`config.mk`:
```
export PLATFORM = sky130hd
export DESIGN_NAME = reg_bus_arbiter_flat
export DESIGN_NICKNAME = d
export VERILOG_FILES = /design/src/rtl/reg_bus_arbiter_if.sv /design/src/rtl/reg_bus_arbiter.sv /design/src/flat_wrapper.sv
export SDC_FILE = /design/constraint.sdc
export NUM_CORES = 1
export LEC_CHECK = 0
export ABC_AREA = 1
export CAP_MARGIN = 5
export CORE_AREA = 3 3 515 517
export CTS_CLUSTER_SIZE = 40
export DETAILED_ROUTE_END_ITERATION = 8
export DIE_AREA = 0 0 518 520
export GPL_TIMING_DRIVEN = 1
export PLACE_DENSITY = 0.3
export SLEW_MARGIN = 40
export SYNTH_ARGS = -nofsm -noshare
export SYNTH_HDL_FRONTEND = slang
export SYNTH_SLANG_ARGS = --single-unit
```
`constraint.sdc`:
```
create_clock -name clk -period 3.15 [get_ports clk]
set_input_delay 0.63 -clock clk [delete_from_list [all_inputs] [get_ports clk]]
set_output_delay 0.63 -clock clk [all_outputs]
set_load 0.01 [all_outputs]
```
`src/rtl/reg_bus_arbiter_if.sv`:
```
// Requester and component-bus signals of the register bus arbiter.
// The arbiter uses the slave view; the requesters and components use the master view.
interface reg_bus_arbiter_if #(
    parameter int N_REQ  = 2,
    parameter int N_COMP = 32
);
    logic [N_REQ-1:0]     req_valid;
    logic [N_REQ-1:0]     req_write;
    logic [8*N_REQ-1:0]   req_comp;
    logic [8*N_REQ-1:0]   req_addr;
    logic [32*N_REQ-1:0]  req_wdata;
    logic [N_REQ-1:0]     req_ready;
    logic [N_REQ-1:0]     resp_valid;
    logic [N_REQ-1:0]     resp_ready;
    logic [31:0]          resp_rdata;
    logic                 resp_err;
    logic [15:0]          reg_bus_waddr;
    logic [31:0]          reg_bus_wdata;
    logic [N_COMP-1:0]    reg_bus_wvalid;
    logic [15:0]          reg_bus_araddr;
    logic [N_COMP-1:0]    reg_bus_arvalid;
    logic [N_COMP-1:0]    reg_bus_rvalid;
    logic [32*N_COMP-1:0] reg_bus_rdata;

    modport slave (
        input  req_valid, req_write, req_comp, req_addr, req_wdata, resp_ready,
        input  reg_bus_rvalid, reg_bus_rdata,
        output req_ready, resp_valid, resp_rdata, resp_err,
        output reg_bus_waddr, reg_bus_wdata, reg_bus_wvalid, reg_bus_araddr, reg_bus_arvalid
    );

    modport master (
        output req_valid, req_write, req_comp, req_addr, req_wdata, resp_ready,
        output reg_bus_rvalid, reg_bus_rdata,
        input  req_ready, resp_valid, resp_rdata, resp_err,
        input  reg_bus_waddr, reg_bus_wdata, reg_bus_wvalid, reg_bus_araddr, reg_bus_arvalid
    );
endinterface

```
`src/rtl/reg_bus_arbiter.sv`:
```
// Round-robin arbiter sharing one component register bus between N_REQ masters,
// one transaction at a time, with a bounded wait on every read.
module reg_bus_arbiter #(
    parameter int         N_REQ    = 2,
    parameter int         N_COMP   = 32,
    parameter logic [7:0] BCAST_ID = 8'hFF,
    parameter int         TIMEOUT  = 1024
) (
    input logic              clk,
    input logic              rst,
    reg_bus_arbiter_if.slave bus
);
    localparam int PW = (N_REQ > 1) ? $clog2(N_REQ) : 1;
    localparam int TW = $clog2(TIMEOUT);

    typedef enum logic [2:0] {IDLE, WR, RD_REQ, RD_WAIT, RESP} state_t;

    state_t            state_q;
    logic [PW-1:0]     rr_ptr_q;
    logic [PW-1:0]     owner_q;
    logic [7:0]        comp_q;
    logic [7:0]        addr_q;
    logic [31:0]       wdata_q;
    logic [TW-1:0]     cnt_q;
    logic [N_COMP-1:0] wvalid_q;
    logic [N_COMP-1:0] arvalid_q;
    logic [N_REQ-1:0]  resp_valid_q;
    logic [31:0]       rdata_q;
    logic              err_q;

    logic              any_d;
    logic [PW-1:0]     win_d;
    logic              win_write_d;
    logic [7:0]        win_comp_d;
    logic [7:0]        win_addr_d;
    logic [31:0]       win_wdata_d;
    logic              rvalid_sel_d;
    logic [31:0]       rdata_sel_d;

    function automatic logic [N_REQ-1:0] req_onehot(input logic [PW-1:0] idx);
        req_onehot = '0;
        for (int i = 0; i < N_REQ; i++)
            req_onehot[i] = (idx == PW'(i));
    endfunction

    function automatic logic comp_ok(input logic [7:0] c);
        return int'(c) < N_COMP;
    endfunction

    // Broadcast only widens write strobes; reads always target a single component.
    function automatic logic [N_COMP-1:0] comp_mask(input logic [7:0] c, input logic bcast_en);
        comp_mask = '0;
        for (int j = 0; j < N_COMP; j++)
            comp_mask[j] = (bcast_en && c == BCAST_ID) || (c == 8'(j));
    endfunction

    always_comb begin
        any_d       = 1'b0;
        win_d       = '0;
        win_write_d = 1'b0;
        win_comp_d  = '0;
        win_addr_d  = '0;
        win_wdata_d = '0;
        for (int k = 1; k <= N_REQ; k++)
            for (int i = 0; i < N_REQ; i++)
                if (!any_d && bus.req_valid[i] && i == (int'(rr_ptr_q) + k) % N_REQ) begin
                    any_d = 1'b1;
                    win_d = PW'(i);
                end
        for (int i = 0; i < N_REQ; i++)
            if (win_d == PW'(i)) begin
                win_write_d = bus.req_write[i];
                win_comp_d  = bus.req_comp[i*8 +: 8];
                win_addr_d  = bus.req_addr[i*8 +: 8];
                win_wdata_d = bus.req_wdata[i*32 +: 32];
            end
    end

    // Only the addressed component's rvalid/rdata are observed.
    always_comb begin
        rvalid_sel_d = 1'b0;
        rdata_sel_d  = '0;
        for (int j = 0; j < N_COMP; j++)
            if (comp_q == 8'(j)) begin
                rvalid_sel_d = bus.reg_bus_rvalid[j];
                rdata_sel_d  = bus.reg_bus_rdata[j*32 +: 32];
            end
    end

    always_ff @(posedge clk) begin
        if (rst) begin
            state_q      <= IDLE;
            rr_ptr_q     <= PW'(N_REQ - 1);
            owner_q      <= '0;
            comp_q       <= '0;
            addr_q       <= '0;
            wdata_q      <= '0;
            cnt_q        <= '0;
            wvalid_q     <= '0;
            arvalid_q    <= '0;
            resp_valid_q <= '0;
            rdata_q      <= '0;
            err_q        <= 1'b0;
        end else begin
            case (state_q)
                IDLE: if (any_d) begin
                    owner_q  <= win_d;
                    rr_ptr_q <= win_d;
                    comp_q   <= win_comp_d;
                    addr_q   <= win_addr_d;
                    wdata_q  <= win_wdata_d;
                    if (win_write_d) begin
                        state_q  <= WR;
                        wvalid_q <= comp_mask(win_comp_d, 1'b1);
                    end else if (comp_ok(win_comp_d)) begin
                        state_q   <= RD_REQ;
                        arvalid_q <= comp_mask(win_comp_d, 1'b0);
                    end else begin
                        state_q      <= RESP;
                        resp_valid_q <= req_onehot(win_d);
                        rdata_q      <= 32'hDEADBEEF;
                        err_q        <= 1'b1;
                    end
                end
                WR: begin
                    wvalid_q     <= '0;
                    resp_valid_q <= req_onehot(owner_q);
                    rdata_q      <= '0;
                    err_q        <= !comp_ok(comp_q) && (comp_q != BCAST_ID);
                    state_q      <= RESP;
                end
                RD_REQ: begin
                    arvalid_q <= '0;
                    cnt_q     <= '0;
                    state_q   <= RD_WAIT;
                end
                RD_WAIT: begin
                    if (rvalid_sel_d) begin
                        rdata_q      <= rdata_sel_d;
                        err_q        <= 1'b0;
                        resp_valid_q <= req_onehot(owner_q);
                        state_q      <= RESP;
                    end else if (cnt_q == TW'(TIMEOUT - 1)) begin
                        rdata_q      <= 32'hFFFFFFFF;
                        err_q        <= 1'b1;
                        resp_valid_q <= req_onehot(owner_q);
                        state_q      <= RESP;
                    end else begin
                        cnt_q <= cnt_q + 1'b1;
                    end
                end
                RESP: if (|(bus.resp_ready & resp_valid_q)) begin
                    resp_valid_q <= '0;
                    state_q      <= IDLE;
                end
                default: state_q <= IDLE;
            endcase
        end
    end

    // Grant is combinational so a held request is accepted in its IDLE cycle.
    assign bus.req_ready       = (!rst && state_q == IDLE && any_d) ? req_onehot(win_d) : '0;
    assign bus.resp_valid      = resp_valid_q;
    assign bus.resp_rdata      = rdata_q;
    assign bus.resp_err        = err_q;
    assign bus.reg_bus_waddr   = {8'b0, addr_q};
    assign bus.reg_bus_araddr  = {8'b0, addr_q};
    assign bus.reg_bus_wdata   = wdata_q;
    assign bus.reg_bus_wvalid  = wvalid_q;
    assign bus.reg_bus_arvalid = arvalid_q;
endmodule
```
`src/flat_wrapper.sv`:
```
// flat-port wrapper written by rule: the top's interface ports become plain ports
module reg_bus_arbiter_flat 
#(
    parameter int         N_REQ    = 2,
    parameter int         N_COMP   = 32,
    parameter logic [7:0] BCAST_ID = 8'hFF,
    parameter int         TIMEOUT  = 1024
)
  (clk, rst, bus_req_valid, bus_req_write, bus_req_comp, bus_req_addr, bus_req_wdata, bus_resp_ready, bus_reg_bus_rvalid, bus_reg_bus_rdata, bus_req_ready, bus_resp_valid, bus_resp_rdata, bus_resp_err, bus_reg_bus_waddr, bus_reg_bus_wdata, bus_reg_bus_wvalid, bus_reg_bus_araddr, bus_reg_bus_arvalid);
  reg_bus_arbiter_if #(.N_REQ(N_REQ), .N_COMP(N_COMP)) bus_i ();
  input logic clk;
  input logic rst;
  input wire logic [$bits(bus_i.req_valid)-1:0] bus_req_valid;
  input wire logic [$bits(bus_i.req_write)-1:0] bus_req_write;
  input wire logic [$bits(bus_i.req_comp)-1:0] bus_req_comp;
  input wire logic [$bits(bus_i.req_addr)-1:0] bus_req_addr;
  input wire logic [$bits(bus_i.req_wdata)-1:0] bus_req_wdata;
  input wire logic [$bits(bus_i.resp_ready)-1:0] bus_resp_ready;
  input wire logic [$bits(bus_i.reg_bus_rvalid)-1:0] bus_reg_bus_rvalid;
  input wire logic [$bits(bus_i.reg_bus_rdata)-1:0] bus_reg_bus_rdata;
  output wire logic [$bits(bus_i.req_ready)-1:0] bus_req_ready;
  output wire logic [$bits(bus_i.resp_valid)-1:0] bus_resp_valid;
  output wire logic [$bits(bus_i.resp_rdata)-1:0] bus_resp_rdata;
  output wire logic [$bits(bus_i.resp_err)-1:0] bus_resp_err;
  output wire logic [$bits(bus_i.reg_bus_waddr)-1:0] bus_reg_bus_waddr;
  output wire logic [$bits(bus_i.reg_bus_wdata)-1:0] bus_reg_bus_wdata;
  output wire logic [$bits(bus_i.reg_bus_wvalid)-1:0] bus_reg_bus_wvalid;
  output wire logic [$bits(bus_i.reg_bus_araddr)-1:0] bus_reg_bus_araddr;
  output wire logic [$bits(bus_i.reg_bus_arvalid)-1:0] bus_reg_bus_arvalid;
  assign bus_i.req_valid = bus_req_valid;
  assign bus_i.req_write = bus_req_write;
  assign bus_i.req_comp = bus_req_comp;
  assign bus_i.req_addr = bus_req_addr;
  assign bus_i.req_wdata = bus_req_wdata;
  assign bus_i.resp_ready = bus_resp_ready;
  assign bus_i.reg_bus_rvalid = bus_reg_bus_rvalid;
  assign bus_i.reg_bus_rdata = bus_reg_bus_rdata;
  assign bus_req_ready = bus_i.req_ready;
  assign bus_resp_valid = bus_i.resp_valid;
  assign bus_resp_rdata = bus_i.resp_rdata;
  assign bus_resp_err = bus_i.resp_err;
  assign bus_reg_bus_waddr = bus_i.reg_bus_waddr;
  assign bus_reg_bus_wdata = bus_i.reg_bus_wdata;
  assign bus_reg_bus_wvalid = bus_i.reg_bus_wvalid;
  assign bus_reg_bus_araddr = bus_i.reg_bus_araddr;
  assign bus_reg_bus_arvalid = bus_i.reg_bus_arvalid;
  reg_bus_arbiter #(.N_REQ(N_REQ), .N_COMP(N_COMP), .BCAST_ID(BCAST_ID), .TIMEOUT(TIMEOUT)) u_core (.clk(clk), .rst(rst), .bus(bus_i));
endmodule
```
==> key figures, run 1 <==
Status
  • Outcome: finished, violations left
  • Failing checks: setup timing

Floorplan
  • Die Wd: 518 microns
  • Starting Density: 0.0609
  • # IOs: 1325
  • Row count: 188
  • Total die area: about 0.27 sq mm
  • Core footprint: ~0.26 sq mm
  • Die Height: 520 microns

Route
  • Initial DRC count: 1897
  • DRT Pass-1 Iters: 5
  • Total number of vias: 28080
  • Drt total wl: 226000 microns
  • Drc violations: 0
  • Average wire per standard cell: 27.2 microns
  • Routed Antenna Nets: 0
  • Vias per cell: 3.37

Run
  • MaxCap Viol Count: 0

Synthesis
  • Gate Count Post-Synth: ~3100
  • Cell taking the most area after synthesis: nand2_1
  • Seq/Total Area, Yosys: 0.204
  • Synth Area per Inst: 5.12 sq um
  • Yosys synthesis warning count: 0
  • Post-Syn Area: 0.0159 sq mm
  • Top cell type's share of synthesized area: 0.282
  • FF+latch count, synth: ~160
  • Post-Synth Simple-Gate Area: 0.550
  • Synth Area in Compound Gates: 0.106
  • Area contributors post-synth: nand2_1, dfxtp_1, nor2_1
  • Multiplexer share of the synthesized area: 0.00251
  • Synth Area in Adders: 0.000786
  • Post-Synth XOR/XNOR Area: 0.00165
  • Largest family of logic cells by synthesized area: simple AND/OR/NAND/NOR gates
  • Netlist cell types: 36

Clocking
  • Maximum clock path buffer count: 2
  • CTS Buf Count: 17
  • Worst skew pair latency: a little under 0.5 ns
  • CTS sink cnt: around 160
  • CTS tree: built
  • H-tree levels: 4
  • CTS Root Cell: clkbuf_16
  • Worst-path clk slew: approximately 0.080 ns
  • CTS Hold Bufs: 0

Power
  • Power Dens Cells: 634 mW/mm^2
  • Leakage power: 15.8 nW
  • Sw Share: 0.520
  • Sw Pwr: between 0.01 and 0.015 W
  • Gate power share: 0.796
  • Pint: ~0.012 W
  • Clock Power Share: 0.087
  • Share of power burned in registers: 0.116
  • VDD IR max: 430 uV

Global routing
  • Vias in the first global route: 29580
  • GRT overflow: 0
  • Initial antenna violation count: 96
  • Pin count of the biggest net entering global routing: 97
  • Global-route wire length before repair: 291000 microns
  • Total GRT Usage: 0.161

STA
  • Clock Skew: 0.0277 ns
  • Final hold viol count: 0
  • Post-route minimum period: 4.56 ns
  • Tightest Pin Transition: 0.789 ns
  • Slew Limit Fails: 0
  • RSZ-0062 raised after global routing: yes
  • FMAX: around 220 MHz
  • Final setup violating endpoints: 48
  • Rel. slew slack: 0.468
  • Setup ws final: -1.41 ns
  • Period utilization: 1.45

Critical path
  • Startpoint Class: register
  • Worst EP required: 3.52 ns
  • Kind of critical path: register to register
  • Buf/Inv on CP: 5
  • Crit path DAT: 4.93 ns
  • Crit path max-delay cell type: nand4_1
  • CP Capture Type: register
  • CP max FO: 4
  • CP max stage delay: approximately 0.4 ns
  • CP delay by family, top: simple AND/OR/NAND/NOR gates

Placed design
  • Inst Count DP: 8232
  • Port bufs: 1308
  • Routability Congestion: 0.952
  • Dpl cell area: around 0.037 sq mm
  • DP HPWL: about 200000 microns

Layout
  • Final Cell Area: 0.0402 sq mm
  • Nets: 5948
  • Share of cells above drive strength 1: 0.203
  • Area growth, synth to finish: 153%
  • Non-Filler Instances: 8335
  • Fill cells: 30415

Hold path
  • Hold WC Path Type: register to register
routing by layer:
layer / routed length (microns) / part of all wire / global-route usage / vias up
met5: 299 / 0.0013 / 0 / -
met4: 3290 / 0.015 / 0.0258 / 46
met3: 18600 / 0.082 / 0.0487 / 185
met2: 110000 / 0.48 / 0.283 / 1291
met1: 94400 / 0.42 / 0.196 / 13385
li1: - / - / - / 13173
area by class of cell:
class	instances	area [sq um]	share of cell area
sequential	162	3260	0.0811
tap	3515	4400	0.109
inverter	347	1330	0.0331
clock inverter	15	161	0.00401
clock buffer	17	425	0.0106
timing repair inverter	1	16.3	0.000404
antenna	20	50.0	0.00124
timing repair buffer	1832	18400	0.457
multi-input combinational	2426	12200	0.304
placed cells by master (no fill, tap or decap), drive strengths merged, types with 41 or more instances in the layout:
| cell | netlist | routed |
|---|---|---|
| dfxtp | 162 | 162 |
| nand2 | 1201 | 1201 |
| o21ai | 110 | 110 |
| nor2 | 462 | 462 |
| clkdlybuf4s50 | 0 | 1305 |
| nand4 | 224 | 224 |
| buf | 55 | 526 |
| nand3 | 96 | 96 |
| inv | 343 | 352 |
| a21oi | 160 | 160 |
| or2 | 76 | 76 |
| a31oi | 41 | 41 |
state kept, by name, summed over array words and instances, names as in the netlist, 2 cells and up:
register	count
u_core.comp_q	8
u_core.addr_q	8
u_core.bus.resp_rdata	32
u_core.bus.reg_bus_wdata	32
u_core.bus.resp_valid	2
u_core.cnt_q	10
u_core.state_q	3
u_core.bus.reg_bus_arvalid	32
u_core.bus.reg_bus_wvalid	32
repair_timing:
item / 4_1_cts / 5_1_grt
cloned: 6 / 0
resized for setup: 386 / 150
pin swaps: 241 / 232
endpoints found under the setup margin: 48 / 49
buffers inserted: 37 / 28
worst paths after layout:
check	from	to	slack, ns	cells after the start
setup / recovery	u_core.comp_q[5]	u_core.bus.resp_rdata[20]	-1.41	32
hold / removal	u_core.bus.resp_err	u_core.bus.resp_err	0.46	2
setup reg to reg	u_core.comp_q[5]	u_core.bus.resp_rdata[20]	-1.41	32
hold reg to reg	u_core.bus.resp_err	u_core.bus.resp_err	0.46	2
cell usage after synthesis, drive strengths merged:
| cell | count |
|---|---|
| a31oi | 41 |
| a22o | 1 |
| buf | 55 |
| nor3 | 13 |
| nand3 | 96 |
| clkbuf | 134 |
| nor2 | 462 |
| o211ai | 1 |
| o21ai | 110 |
| xor2 | 3 |
| nand2 | 1201 |
| o22ai | 9 |
| ha | 1 |
| inv | 343 |
| nand4 | 224 |
| and3 | 2 |
| nor4 | 2 |
| dfxtp | 162 |
| a211oi | 2 |
| conb | 1 |
| a21oi | 160 |
| mux2i | 4 |
| or2 | 76 |
| nand3b | 2 |
| clkinv | 4 |
logic make-up after synthesis:
group | Yosys count
xor gates and xnor gates | 3
AOI/OAI and AO/OA | 324
muxes | 4
DFF | 162
adders and majority gates | 1
buffers and inverters | 536
other | 1
and+or+nand+nor | 2078
worst min-delay path, delay by kind of cell, from the launching register on:
family          cells  cell delay, ns
compound gates      1            0.04
buf+inv             1            0.06
flops               1            0.32
per-stage QoR:
stage / setup slack (ns) / setup TNS (ns) / hold WS [ns] / power (W) / util
global route: -1.65 / -64.00 / 0.489 / 0.0271 / 0.154
floorplan: 0.501 / 0 / 0.429 / 0.00798 / -
detailed placement: -2.54 / -67.41 / 0.448 / 0.0205 / 0.142
CTS: -1.59 / -49.22 / 0.463 / 0.0256 / 0.151
finish: -1.41 / -44.56 / 0.462 / 0.0255 / 0.154
global placement: -2.57 / -66.30 / 0.444 / 0.0207 / 0.142
power by group through the flow:
stage               Clock, W  Sequential [W]  Combinational, W
detailed placement         0         0.00297            0.0175
floorplan                  0         0.00301           0.00498
global placement           0         0.00297            0.0177
global route         0.00238         0.00302            0.0217
finish               0.00223         0.00296            0.0203
CTS                  0.00233         0.00296            0.0203
No activity file was read; power rests on OpenSTA's default activity.
==> run 2, diff against run 1 <==
--- a/config.mk
+++ b/config.mk
@@ -13,6 +13,7 @@
 export DIE_AREA = 0 0 518 520
 export GPL_TIMING_DRIVEN = 1
 export PLACE_DENSITY = 0.3
+export REMOVE_ABC_BUFFERS = 1
 export SLEW_MARGIN = 40
 export SYNTH_ARGS = -nofsm -noshare
 export SYNTH_HDL_FRONTEND = slang
==> key figures, run 2 (synthesized netlist as in run 1, its figures left out) <==
Global routing
  • GRT overflow: 0
  • Pin count of the biggest net entering global routing: between 60 and 70
  • Initial antenna violation count: 99
  • Total GRT Usage: 0.155
  • Global-route wire length before repair: 279000 microns
  • Vias in the first global route: 28927

Critical path
  • CP max stage delay: 0.40 ns
  • R2R depth: 31
  • Worst EP required: 3.52 ns
  • FF-to-FF Start: u_core.comp_q[3]
  • Startpoint Class: register
  • CP Capture Type: register
  • Most frequent cell on the critical path: nor2_4
  • Crit path max-delay cell type: nand4_1
  • Slack of the worst reg-to-reg path: -1.02 ns
  • FF-to-FF End: u_core.bus.resp_rdata[21]
  • CP max FO: 4
  • Crit path DAT: between 4 and 5 ns
  • Kind of critical path: register to register

Floorplan
  • Total die area: 0.269 sq mm
  • Starting Density: 0.0609
  • Die Wd: 518 microns
  • Row count: 188
  • # IOs: about 1300
  • Die Height: 520 microns
  • Core footprint: 0.262 sq mm

Route
  • Average wire per standard cell: 26.1 microns
  • DRT Pass-1 Iters: 6
  • Initial DRC count: 1638
  • Routed Antenna Nets: 0
  • Total number of vias: 27698
  • Drt total wl: 217000 microns
  • Drc violations: 0
  • Vias per cell: 3.32

Layout
  • Most common cell after layout, fill and taps aside: clkdlybuf4s50_1
  • Most frequent cells in the layout: clkdlybuf4s50_1, nand2_1, buf_4
  • Nets: 5948
  • Area growth, synth to finish: 153%
  • Share of cells above drive strength 1: 0.201

STA
  • Fin Hold WS: 0.460 ns
  • Rel. slew slack: 0.501
  • Final hold viol count: 0
  • Final setup violating endpoints: 49
  • Slew Limit Fails: 0
  • Setup ws final: -1.02 ns
  • Post-route minimum period: 4.17 ns
  • Tightest Pin Transition: 0.748 ns
  • FMAX: 240 MHz
  • RSZ-0062 raised after global routing: yes
  • Clock Skew: 0.0475 ns
  • Period utilization: 1.32

Hold path
  • Worst Hold Path EP: u_core.bus.resp_err
  • Hold WC Path Type: register to register
  • HP Start: u_core.bus.resp_err
  • Hold Path Stages: 2

Placed design
  • Port bufs: 1308
  • DP HPWL: 190000 microns
  • Pre-CTS setup slack: -2.02 ns
  • Routability Congestion: slightly above 0.9

Clocking
  • Maximum clock path buffer count: 2
  • CTS Hold Bufs: 0
  • Worst-path clk slew: approximately 0.080 ns
  • H-tree levels: 4
  • CTS Root Cell: clkbuf_16
  • CTS Buf Count: 17
  • CTS tree: built
  • CTS sink cnt: approximately 160
  • Worst skew pair latency: 0.53 ns

Power
  • Sw Share: 0.502
  • Gate power share: 0.771
  • VDD IR max: 405 uV
  • Power Dens Cells: 595 mW/mm^2
  • Sw Pwr: approximately 0.012 W
  • Clock Power Share: 0.106
  • Leakage power: roughly 16 nW
  • Pint: between 0.01 and 0.015 W
  • Share of power burned in registers: 0.123

Run
  • MaxCap Viol Count: 0

Status
  • Outcome: finished, violations left
  • Failing checks: setup timing
[run 2: changes by cell type in the layout (fill, tap and decap cells not counted), sizes merged]
cell           before   now
diode              20    25
clkdlybuf4s50    1305  1307
clkinv              9     6
clkbuf             17    21
bufinv              0     3
dlymetal6s2s        1     0
buf               526   523
bufbuf              0     1
inv               352   349
[run 2: timing repair]
action | CTS | global route
pin swaps | 115 | 226
buffers inserted | 70 | 39
setup endpoints to repair | 49 | 54
hold endpoints to repair | 0 | 0
gates cloned | 5 | 2
gates resized for setup | 271 | 238
[run 2: critical path: cells and delay by family, from the launching register on]
kind / cells / cell delay, ns
compound gates: 1 / 0.25
buf+inv: 10 / 0.99
flops: 1 / 0.36
simple gates: 20 / 2.44
[run 2: cell type report]
type,instances,area (sq um)
fillers,30425,221000
diodes,25,62.6
clock inverters,13,185
inverters,347,1360
multi-input cells,2426,12000
flip-flops and latches,162,3260
repair buffers,1833,18600
clock buffers,19,453
well taps,3515,4400
[run 2: per-layer routing]
| layer | up-vias | part of all wire | track usage |
|---|---|---|---|
| li1 | 13189 | - | - |
| met1 | 13113 | 0.42 | 0.186 |
| met2 | 1144 | 0.49 | 0.275 |
| met3 | 182 | 0.074 | 0.0486 |
| met4 | 70 | 0.015 | 0.0199 |
| met5 | - | 0.0021 | 0 |
[run 2: how the worst max path moves through the flow]
stage                              start                             to  slack, ns  cells past startpoint
floorplan               bus_req_valid[0]  u_core.bus.reg_bus_arvalid[0]      -1.96                     11
global placement    bus_reg_bus_rdata[9]       u_core.bus.resp_rdata[9]      -2.27                     27
detailed placement  bus_reg_bus_rdata[9]       u_core.bus.resp_rdata[9]      -2.02                     27
CTS                     u_core.comp_q[2]      u_core.bus.resp_rdata[21]      -1.27                     27
global route            u_core.comp_q[3]      u_core.bus.resp_rdata[21]      -1.20                     31
finish                  u_core.comp_q[3]      u_core.bus.resp_rdata[21]      -1.02                     31
[run 2: power groups by stage]
stage,clock network (W),registers [W],logic (W)
2_1_floorplan,0,0.00304,0.00466
3_3_place_gp,0,0.00294,0.0163
3_5_place_dp,0,0.00295,0.0162
4_1_cts,0.00267,0.00296,0.0179
5_1_grt,0.00272,0.00302,0.0200
6_report,0.00255,0.00296,0.0185
[run 2: through the flow]
stage | instance area [sq um] | TNS, ns | utilization | total power [W] | cells
floorplan | 15100 | -164.58 | - | 0.00769 | 2935
global placement | 36900 | -73.59 | 0.141 | 0.0192 | 8187
detailed placement | 36900 | -73.86 | 0.141 | 0.0191 | 8187
CTS | 39100 | -47.79 | 0.150 | 0.0235 | 8286
global route | 40300 | -48.82 | 0.154 | 0.0257 | 8318
finish | 40300 | -33.69 | 0.154 | 0.0240 | 8340
